[src/rtl/ps2_key_rx.sv]
// PS/2 keyboard receiver: synchronizes and filters the raw pins, frames
// 11-bit PS/2 words, strips break sequences, tags E0-extended codes and
// holds one make code on a valid/ack slot for the game FSM.
// Optional build macro: PS2_PARITY_CHECK_EN (enables odd-parity checking).
module ps2_key_rx #(
  parameter int FILTER_LEN  = 8,
  parameter int TIMEOUT_CYC = 10000
) (
  input  logic       clk,
  input  logic       rst,
  input  logic       ps2_clk_i,
  input  logic       ps2_dat_i,
  input  logic       ack,
  output logic       ps2_valid,
  output logic [7:0] ps2_data,
  output logic       ps2_ext,
  output logic       overrun_o,
  output logic       frame_err_o
);

  localparam int TW = $clog2(TIMEOUT_CYC + 1);
  localparam logic [7:0]    FILT_MAX = 8'(FILTER_LEN - 1);
  localparam logic [TW-1:0] TO_MAX   = TW'(TIMEOUT_CYC - 1);

  typedef enum logic [2:0] {
    IDLE,
    DATA,
    PARITY,
    STOP,
    DECODE
  } state_t;

  logic [1:0]    clk_sync;
  logic [1:0]    dat_sync;
  logic [7:0]    filt_cnt;
  logic          filt_clk;
  logic          filt_clk_d;
  logic          fall_pulse;

  state_t        state;
  logic [2:0]    bit_cnt;
  logic [7:0]    shreg;
  logic [TW-1:0] tcnt;
  logic          ext_flag;
  logic          brk_flag;
  logic          parity_ok;
  logic          sample;

  assign sample = dat_sync[1];

`ifdef PS2_PARITY_CHECK_EN
  logic par_bit;

  // Odd parity across the data byte and the received parity bit
  always_comb begin
    parity_ok = ^{shreg, par_bit};
  end
`else
  // Parity bit is clocked past but not validated
  always_comb begin
    parity_ok = 1'b1;
  end
`endif

  // Pin synchronizers, PS/2 clock glitch filter and falling-edge pulse
  always_ff @(posedge clk) begin
    if (!rst) begin
      clk_sync   <= '1;
      dat_sync   <= '1;
      filt_cnt   <= '0;
      filt_clk   <= 1'b1;
      filt_clk_d <= 1'b1;
      fall_pulse <= 1'b0;
    end else begin
      clk_sync <= {clk_sync[0], ps2_clk_i};
      dat_sync <= {dat_sync[0], ps2_dat_i};
      if (clk_sync[1] == filt_clk) begin
        filt_cnt <= '0;
      end else if (filt_cnt == FILT_MAX) begin
        filt_clk <= clk_sync[1];
        filt_cnt <= '0;
      end else begin
        filt_cnt <= filt_cnt + 8'd1;
      end
      filt_clk_d <= filt_clk;
      fall_pulse <= filt_clk_d & ~filt_clk;
    end
  end

  // Frame FSM with timeout, byte decode and the output slot/handshake
  always_ff @(posedge clk) begin
    if (!rst) begin
      state       <= IDLE;
      bit_cnt     <= '0;
      shreg       <= '0;
      tcnt        <= '0;
      ext_flag    <= 1'b0;
      brk_flag    <= 1'b0;
      ps2_valid   <= 1'b0;
      ps2_data    <= '0;
      ps2_ext     <= 1'b0;
      overrun_o   <= 1'b0;
      frame_err_o <= 1'b0;
`ifdef PS2_PARITY_CHECK_EN
      par_bit     <= 1'b0;
`endif
    end else begin
      frame_err_o <= 1'b0;
      // A load in DECODE below overrides this clear when both coincide
      if (ack && ps2_valid) begin
        ps2_valid <= 1'b0;
      end
      case (state)
        IDLE: begin
          tcnt <= '0;
          if (fall_pulse && !sample) begin
            state   <= DATA;
            bit_cnt <= '0;
          end
        end
        DATA, PARITY, STOP: begin
          if (fall_pulse) begin
            tcnt <= '0;
            case (state)
              DATA: begin
                shreg   <= {sample, shreg[7:1]};
                bit_cnt <= bit_cnt + 3'd1;
                if (bit_cnt == 3'd7) begin
                  state <= PARITY;
                end
              end
              PARITY: begin
`ifdef PS2_PARITY_CHECK_EN
                par_bit <= sample;
`endif
                state <= STOP;
              end
              default: begin
                if (sample && parity_ok) begin
                  state <= DECODE;
                end else begin
                  frame_err_o <= 1'b1;
                  state       <= IDLE;
                end
              end
            endcase
          end else if (tcnt == TO_MAX) begin
            frame_err_o <= 1'b1;
            tcnt        <= '0;
            state       <= IDLE;
          end else begin
            tcnt <= tcnt + 1'b1;
          end
        end
        DECODE: begin
          tcnt  <= '0;
          state <= IDLE;
          if (shreg == 8'hE0) begin
            ext_flag <= 1'b1;
          end else if (shreg == 8'hF0) begin
            brk_flag <= 1'b1;
          end else begin
            if (!brk_flag) begin
              if (!ps2_valid || ack) begin
                ps2_data  <= shreg;
                ps2_ext   <= ext_flag;
                ps2_valid <= 1'b1;
              end else begin
                overrun_o <= 1'b1;
              end
            end
            ext_flag <= 1'b0;
            brk_flag <= 1'b0;
          end
        end
        default: begin
          state <= IDLE;
        end
      endcase
    end
  end

endmodule

[config.mk]
export PLATFORM = sky130hd
export DESIGN_NAME = ps2_key_rx
export DESIGN_NICKNAME = d
export VERILOG_FILES = /design/src/rtl/ps2_key_rx.sv
export SDC_FILE = /design/constraint.sdc
export NUM_CORES = 1
export LEC_CHECK = 0
export CORE_UTILIZATION = 52
export CTS_CLUSTER_SIZE = 28
export DETAILED_ROUTE_END_ITERATION = 10
export GPL_TIMING_DRIVEN = 0
export PLACE_DENSITY = 0.74
export SETUP_SLACK_MARGIN = 0.05
export SKIP_LAST_GASP = 1
export SLEW_MARGIN = 20
export SYNTH_ARGS = -nofsm -noshare
export SYNTH_HDL_FRONTEND = slang
export SYNTH_SLANG_ARGS = --single-unit
export TNS_END_PERCENT = 1
[constraint.sdc]
create_clock -name clk -period 1.6 [get_ports clk]
set_input_delay 0.24 -clock clk [delete_from_list [all_inputs] [get_ports clk]]
set_output_delay 0.24 -clock clk [all_outputs]
set_load 0.01 [all_outputs]
==> After elaboration in Yosys (flattened, before gate mapping) <==
Cells that the tools add are included.
{ "op_classes": {"n_bitwise": 8, "n_eq_ne": 16, "n_reduce_logical": 21, "n_shift": 0, "order_cmp": 0, "n_mux": 27, "add_sub_neg": 3, "div_mod_pow": 0, "multipliers": 0} }
{ "op_table": {"columns": ["cell", "count"], "rows": [
  ["$mux W14", 2],
  ["$pmux W14 S2", 1],
  ["$mux W3", 8],
  ["$pmux W3 S2", 3],
  ["$eq A8 B8 Y1 const B", 2],
  ["$add A14 B1 Y14 const B", 1],
  ["$eq A14 B14 Y1 const B", 1],
  ["$mux W1", 13],
  ["$reduce_and A5 Y1", 2],
  ["$add A8 B1 Y8 const B", 1],
  ["$eq A8 B3 Y1 const B", 1],
  ["$ne A2 B2 Y1 const B", 4],
  ["$reduce_and A2 Y1", 4],
  ["$not A1 Y1", 7],
  ["$eq A3 B2 Y1 const B", 2],
  ["$eq A3 B3 Y1 const B", 2],
  ["$reduce_and A3 Y1", 2],
  ["$reduce_or A3 Y1", 2],
  ["$ne A4 B4 Y1 const B", 1],
  ["$reduce_and A4 Y1", 1],
  ["$reduce_bool A2 Y1", 2],
  ["$reduce_or A2 Y1", 2],
  ["$add A3 B1 Y3 const B", 1],
  ["$eq A3 B1 Y1 const B", 1],
  ["7 further kinds", 9]
]} }
{ "totals": {"wordCells": 92, "rom_bits": 0, "reg_bits": 57, "ram_bits": 0, "inputBits": 5, "mem_count": 0, "latch_bits": 0} }

==> Depth between registers and ports, before layout <==
Gate-level depths: netlist (run 1).
{ "depth": {"word_depth": 7, "ltp_mapped": 7, "ltp_nobuf": 6} }

==> Least setup slack after synthesis (run 1) <==
Ideal clock, no wire load.
{ "synth_timing": {"path_kind": "reg2reg", "start": "register bit_cnt[0]", "end": "register state[1]", "setup_time_ns": 0.120, "t_required_ns": 1.480, "setup_slack_ns": -0.050, "stages_incl_launch_ff": 7, "t_arrival_ns": 1.530, "cell_sequence": "dfxtp_1 > ha_1 > ha_1 > nand2b_1 > a2111oi_4 > nor4_1 > a211o_1"} }
{ "synth_via": {"elab_chain_cells": 3} }
{ "synth_rtl": {"columns": ["item", "line", "rtl"], "rows": [
  ["from (decl)", "41", "logic [2:0] bit_cnt;"],
  ["from (signal assigned)", "127", "bit_cnt <= bit_cnt + 3'd1;"],
  ["$eq A3 B3 Y1", "128", "if (bit_cnt == 3'd7) begin"],
  ["$ne A4 B4 Y1 (no source line)", null, null],
  ["$reduce_and A3 Y1 (no source line)", null, null],
  ["to (signal assigned)", "129", "state <= PARITY;"],
  ["to (signal assigned)", "136", "state <= STOP;"],
  ["to (signal assigned)", "140", "state <= DECODE;"],
  ["to (decl)", "40", "state_t state;"]
]} }
Every way passes these cells.
A chain may end at the register's enable or synchronous reset.

==> Worst setup path in the final report (run 1) <==
{ "layout_timing": {"start": "register tcnt[0]", "end": "register tcnt[2]"} }
{ "layout_via": {"elab_chain_cells": 4, "elab_cells_between_ends": 5} }
{ "layout_rtl": {"columns": ["item", "line", "rtl"], "rows": [
  ["from (decl)", "43", "logic [TW-1:0] tcnt;"],
  ["from (signal assigned)", "152", "tcnt <= tcnt + 1'b1;"],
  ["$add A14 B1 Y14 / $eq A14 B14 Y1 (equally long branches)", "152, 147", null],
  ["$mux W14 (*)", "147", "end else if (tcnt == TO_MAX) begin"],
  ["$mux W14 (*)", "122", "if (fall_pulse) begin"],
  ["$pmux W14 S2 (*)", "113", "case (state)"]
]} }
Every way passes the cells marked *; elsewhere a longest branch is shown, timed or not.

==> metrics.txt, run 1 <==
RSZ-0062 raised after global routing yes; GPL Wtd Cong 0.8826; worst vdd ir 0.7441 mV; Site Rows 25; Die Wd 73.17 um; startpoint types flip-flop; ratio of cells with drive above 1 in the final layout 17.01%; worst hold slack slightly above 400 ps; outcome completed; Overflow after GRT 0; Max Fclk 629.3 MHz; R2R cell count 6; final critical-path required period 1589 ps; Clock Latency Late Sink 330 ps; largest net degree at the start of global routing 11; overall power approximately 2.6 mW; H-tree Lvls 3; sequential cell area fraction in the yosys report 43.33%; TritonCTS Sinks 57; cell area after synthesis 2634 um2; R2R Setup Slk approximately 11 ps; worst clock skew 9.424 ps; Die Ht 73.17 um; Max-Slew Margin vs Limit 70.03%; DR WL/cell 12.92 um; final hold viol count 0; Core Area 4786 um2; Mapped Nets 308; Synth warnings 0; Routed Antenna Nets 0; Post-synth EDFFs 0; Worst Setup EP tcnt[2]$_SDFFE_PN0P_; Via density 5.458; hold path cells 1; Critical R2R Launch tcnt[0]$_SDFFE_PN0P_; Area growth syn-to-layout 21.24%; Avg Inst Size Synth between 8 and 9 um2; Yosys cell types 49; Max FO, Critical Path 10; Hold Buf Count CTS 0; # DRC 0; 1st-iter DRT viols around 160; min-delay src dat_sync[0]$_SDFF_PN1_; io pins 17; Detailed Place HPWL 3582 um; Max-Cap Viols 0; fillers 406; Hold WC Path Type reg -> reg; first-pass GRT wire length about 9300 um; Power Dens Cells slightly above 800 nW/um2; Final Setup Violations 0; Num CTS Buffers 9; nets@finish 346; Most used DFF post-synth dfxtp_1; Async S/R FF share, synth 0%; worst setup margin 11.03 ps; initial core utilization 55.03%; pre-CTS setup slack -322.5 ps; die area around 5400 um2; clock tree buffer depth 2; Cells after Synth 298; Worst EP arrival 1800 ps; Leakage 1.125 nW; antenna violations before repair 0; worst path required time 1810 ps; #FFs+latches synth 57; CTS tree done; vias in the first global route 2,045; Worst Tran Pin Value 447.6 ps; setup TNS 0 ps; # diodes 0; Reg-to-Reg End tcnt[2]$_SDFFE_PN0P_; via count between 2k and 2.5k; All-Layer GR Usage 22.55%; Worst Setup SP tcnt[0]$_SDFFE_PN0P_; Crit Path Category reg -> reg; drt total wl 5272 um; CTS root buf clkbuf_8; I/O Buffers 16; Reg clk slew, reported paths 70 ps; First-pass DRT Iterations 4; max-slew violations 0; crit end category flip-flop; Tcrit/Tclk final 99.31%
## Yosys cell counts (2+ instances only)
cell type,count,area [um2]
nor2_1,18,67.56
clkbuf_1,8,30.03
o21ai_1,11,55.05
ha_1,5,62.56
nor3b_2,2,25.02
a21oi_1,5,25.02
nand3b_1,3,22.52
buf_6,4,45.04
nor3_1,4,20.02
a41oi_1,2,17.52
xnor2_1,2,17.52
nand3_1,25,125.1
nand4bb_1,2,22.52
a21boi_0,2,15.01
a31oi_1,12,75.07
o21a_1,2,15.01
a211o_1,2,17.52
mux2i_1,3,30.03
o21ai_0,3,15.01
o211ai_1,2,15.01
nand2_1,38,142.6
nand4_1,7,43.79
nor4_1,3,18.77
xor2_1,6,52.55
nor4b_1,2,17.52
buf_2,6,30.03
inv_1,9,33.78
nand2b_1,9,56.30
nand4b_1,3,26.28
dfxtp_1,57,1141
and4_1,2,17.52
a21boi_1,8,60.06
and2_1,6,37.54
and3_1,7,43.79
nor2b_1,4,25.02
## layer usage
metal	routed length [um]	global-route usage, %
met1	2467	28.74
met2	2541	35.39
met3	222	7.459
met4	40	8.279
met5	0	0
## per-stage QoR
| stage | instances | util (%) | instance area [um2] |
|---|---|---|---|
| 2_1_floorplan | 298 | - | 2644 |
| 3_3_place_gp | 381 | 60.34 | 2888 |
| 3_5_place_dp | 381 | 60.34 | 2888 |
| 4_1_cts | 408 | 66.04 | 3161 |
| 5_1_grt | 408 | 66.72 | 3193 |
| 6_report | 408 | 66.72 | 3193 |
## state kept, by name, summed over array words and instances (netlist names), 2 cells and up
| register | count |
|---|---|
| bit_cnt | 3 |
| clk_sync | 2 |
| dat_sync | 2 |
| filt_cnt | 8 |
| ps2_data | 8 |
| shreg | 8 |
| state | 3 |
| tcnt | 14 |
## logic make-up after synthesis
logic type,share of synthesized area (%)
buffers and inverters,5.415
flip-flops,43.33
AO/OA/AOI/OAI,15.58
multiplexers,1.140
adder cells (fa/ha/maj),2.375
AND/OR/NAND/NOR,29.50
XOR/XNOR,2.660
## how the worst min path moves through the flow
| stage | to | slack, ps |
|---|---|---|
| after CTS | dat_sync[1]$_SDFF_PN1_ | 410 |
| final | dat_sync[1]$_SDFF_PN1_ | 410 |
| after detailed placement | dat_sync[1]$_SDFF_PN1_ | 390 |
| after global routing | dat_sync[1]$_SDFF_PN1_ | 430 |
| after global placement | dat_sync[1]$_SDFF_PN1_ | 390 |
| after floorplan | clk_sync[0]$_SDFF_PN1_ | 340 |
## report_power, final
part	internal [mW]	switching, mW
logic	0.0227	0.0253
registers	1.42	0.00296
clock network	0.556	0.564
## timing repair
item,4_1_cts,5_1_grt
gates cloned,0,0
endpoints found under the setup margin,25,51
buffers inserted,11,0
pin swaps,4,3
gates resized for setup,10,14
## placed cells by master, fill, tap and decap left out, drive strengths merged, types with 4 or more instances in the layout
master         count
nor2b              4
o21ai             14
and3               7
buf               21
nand2b             9
xor2               6
and2               6
a21boi            10
clkdlybuf4s50     16
nor3               4
nand2             38
ha                 5
nand3             25
inv               10
nand4              7
clkbuf            19
a21oi              5
dfxtp             57
a31oi             12
nor2              18
## worst max-delay path: stages, from the launching register on
cell and delay, ps:
dfxtp_4 380, ha_4 140, and3_4 190, nand4_1 200, buf_4 260, a31oi_1 220
a31oi_1 60
## cell type report
type,count,area [um2],share of cell area [%]
Timing Repair Buffer,27,242.7,7.602
Sequential cell,57,1150,36.01
Multi-Input combinational cell,213,1400,43.85
Clock inverter,5,32.53,1.019
Buffer,18,115.1,3.605
Tap cell,67,83.83,2.625
Inverter,10,37.54,1.176
Clock buffer,11,131.4,4.114
(Power assumes the default switching activity.)
==> run 2: changes to the inputs <==
--- a/config.mk
+++ b/config.mk
@@ -5,11 +5,11 @@
 export SDC_FILE = /design/constraint.sdc
 export NUM_CORES = 1
 export LEC_CHECK = 0
-export CORE_UTILIZATION = 52
+export ABC_AREA = 1
+export CORE_UTILIZATION = 53
 export CTS_CLUSTER_SIZE = 28
 export DETAILED_ROUTE_END_ITERATION = 10
-export GPL_TIMING_DRIVEN = 0
-export PLACE_DENSITY = 0.74
+export PLACE_DENSITY = 0.75
 export SETUP_SLACK_MARGIN = 0.05
 export SKIP_LAST_GASP = 1
 export SLEW_MARGIN = 20
==> metrics.txt, run 2 <==
outcome completed (unchanged); I/O Buffers 16 (unchanged); cell area after synthesis 2868 um2 (was 2634 um2); worst path required time 1830 ps (was 1810 ps); Synth top area share 39.79% (was 43.33%); clock tree buffer depth 2 (unchanged); CTS root buf clkbuf_8 (unchanged); most frequent cells in the layout 78 x nand2_1, 61 x inv_1, 57 x dfxtp_1, 47 x nor2_1, 21 x a21oi_1 (was 54 x dfxtp_1, 38 x nand2_1, 25 x nand3_1, 18 x nor2_1, 16 x clkdlybuf4s50_1); post-synth top area cell dfxtp_1 (unchanged); Largest register FFs 14 (unchanged); worst hold slack 414.2 ps (was 406.4 ps); startpoint types flip-flop (unchanged); Routed Antenna Nets 0 (unchanged); Worst Tran Pin Value 453.2 ps (was 447.6 ps); First-pass DRT Iterations 4 (unchanged); Top reg by flops tcnt (unchanged); Clock Latency Late Sink 340 ps (was 330 ps); # diodes 0 (unchanged); TritonCTS Sinks 57 (unchanged); Worst EP arrival 1730 ps (was 1800 ps); GR Util met3 4.762% (was 7.459%); sequential cell area fraction in the yosys report 39.79% (was 43.33%); die area 5709 um2 (was 5354 um2); initial core utilization 55.44% (was 55.03%); largest net degree at the start of global routing 31 (was 11); final hold viol count 0 (unchanged); #FFs+latches synth 57 (unchanged); Die Wd 75.56 um (was 73.17 um); GPL Wtd Cong 0.9469 (was 0.8826); # DRC 0 (unchanged); Leakage 1.339 nW (was 1.125 nW); Core Area 5172 um2 (was 4786 um2); most common cell after layout, fill and taps aside nand2_1 (was dfxtp_1); Power Dens Cells 934.5 nW/um2 (was 811.4 nW/um2); Max-Cap Viols 0 (unchanged); crit end category flip-flop (unchanged); R2R Setup Slk 100 ps (was 10 ps); Num CTS Buffers 9 (unchanged); Tcrit/Tclk final 93.70% (was 99.31%); gr busiest metal met2 (unchanged); Die Ht 75.56 um (was 73.17 um); Max Fclk 667.0 MHz (was 629.3 MHz); Final Setup Violations 0 (unchanged); Avg Inst Size Synth 7.279 um2 (was 8.838 um2); Max-Slew Margin vs Limit 69.74% (was 70.03%); Crit Path Category reg -> reg (unchanged); Cells after Synth 394 (was 298); met1 Use GR 27.62% (was 28.74%); RSZ-0062 raised after global routing yes (unchanged); Max FO, Critical Path 8 (was 10); count leader, synth nand2_1 (was dfxtp_1); setup TNS 0 ps (unchanged); Most used DFF post-synth dfxtp_1 (unchanged); nets@finish 432 (was 346); DR WL/cell 11.39 um (was 12.92 um); worst vdd ir 0.5910 mV (was 0.7441 mV); Reg clk slew, reported paths 70 ps (about the same); Hold WC Path Type reg -> reg (unchanged); 1st-iter DRT viols 160 (was 155); Hold Buf Count CTS 0 (unchanged); Overflow after GRT 0 (unchanged); CTS tree done (unchanged); worst clock skew 9.147 ps (was 9.424 ps); synth top area cells dfxtp_1 40%, nand2_1 10%, inv_1 8.0% (was dfxtp_1 43%, nand2_1 5.4%, nand3_1 4.8%); Async S/R FF share, synth 0% (unchanged); Detailed Place HPWL 3815 um (was 3582 um); Synth warnings 0 (unchanged); vias in the first global route 2,210 (was 2,045); Via density 4.990 (was 5.458); Yosys cell types 37 (was 49); Area growth syn-to-layout 17.41% (was 21.24%); synth cell count leaders 78 x nand2_1, 61 x inv_1, 57 x dfxtp_1, 48 x nor2_1, 21 x a21oi_1 (was 57 x dfxtp_1, 38 x nand2_1, 25 x nand3_1, 18 x nor2_1, 12 x a31oi_1); H-tree Lvls 3 (unchanged); Mapped Nets 404 (was 308); fillers 461 (was 406); max-slew violations 0 (unchanged); io pins 17 (unchanged); Post-synth EDFFs 0 (unchanged); drt total wl 5660 um (was 5272 um); Placed Area 3134 um2 (was 2888 um2); All-Layer GR Usage 21.94% (was 22.55%); via count 2,480 (was 2,227); final critical-path required period 1499 ps (was 1589 ps); ratio of cells with drive above 1 in the final layout 15.69% (was 17.01%); antenna violations before repair 0 (unchanged); overall power 3.146 mW (was 2.591 mW); design area 3367 um2 (was 3193 um2); Site Rows 26 (was 25); GR Util met2 35.32% (was 35.39%); first-pass GRT wire length 9487 um (was 9252 um)
==> run 2: critical path, cell delays in order, from the launching register on <==
cell and delay [ps]:
dfxtp_1 410, ha_1 240, nand2_1 100, nor2_1 120
nand2_2 170, nand2_2 160, nor2_1 50, o21a_1 150
==> run 2: area by class of cell <==
class,instances,area [um2],share of cell area (%)
clock buffer,12,155.1,4.608
clock inverter,4,75.07,2.230
inverter,66,247.7,7.358
multi-input combinational,260,1410,41.88
sequential,57,1141,33.89
tap,70,87.58,2.601
timing repair buffer,28,250.2,7.432
==> run 2: stage by stage <==
step,worst slack (ps),instances,utilization (%)
6_report,100.7,497,65.09
5_1_grt,2.399,497,65.09
4_1_cts,109.4,497,65.05
3_5_place_dp,126.4,481,60.60
3_3_place_gp,146.6,481,60.60
2_1_floorplan,369.6,394,-
==> run 2: timing repair <==
action | CTS | global route
resized for setup | 0 | 2
setup endpoints to repair | 0 | 11
buffers inserted | 0 | 0
==> run 2: final timing paths <==
kind / startpoint / endpoint / cells after the start
setup / recovery: tcnt[0]$_SDFFE_PN0P_ / tcnt[6]$_SDFFE_PN0P_ / 7
setup reg to reg: tcnt[0]$_SDFFE_PN0P_ / tcnt[6]$_SDFFE_PN0P_ / 7
hold / removal: dat_sync[0]$_SDFF_PN1_ / dat_sync[1]$_SDFF_PN1_ / 1
hold reg to reg: dat_sync[0]$_SDFF_PN1_ / dat_sync[1]$_SDFF_PN1_ / 1
==> run 2: layer usage <==
metal  vias up  part of all wire, %
met5         -                    0
met4         0                  1.7
met3        12                  2.5
met2        28                   47
met1      1124                   49
li1       1316                    -
==> run 2: cell families after synthesis <==
family / synth area share, %
AO/OA/AOI/OAI: 11.74
XOR/XNOR: 1.833
adder cells (fa/ha/maj): 2.182
buffers and inverters: 11.13
flip-flops: 39.79
AND/OR/NAND/NOR: 33.33
==> run 2: where the power goes <==
group          leakage [nW]  internal (mW)  switching, mW
Clock                 0.109          0.962          0.584
Sequential            0.460           1.43         0.0140
Combinational         0.770         0.0608         0.0952
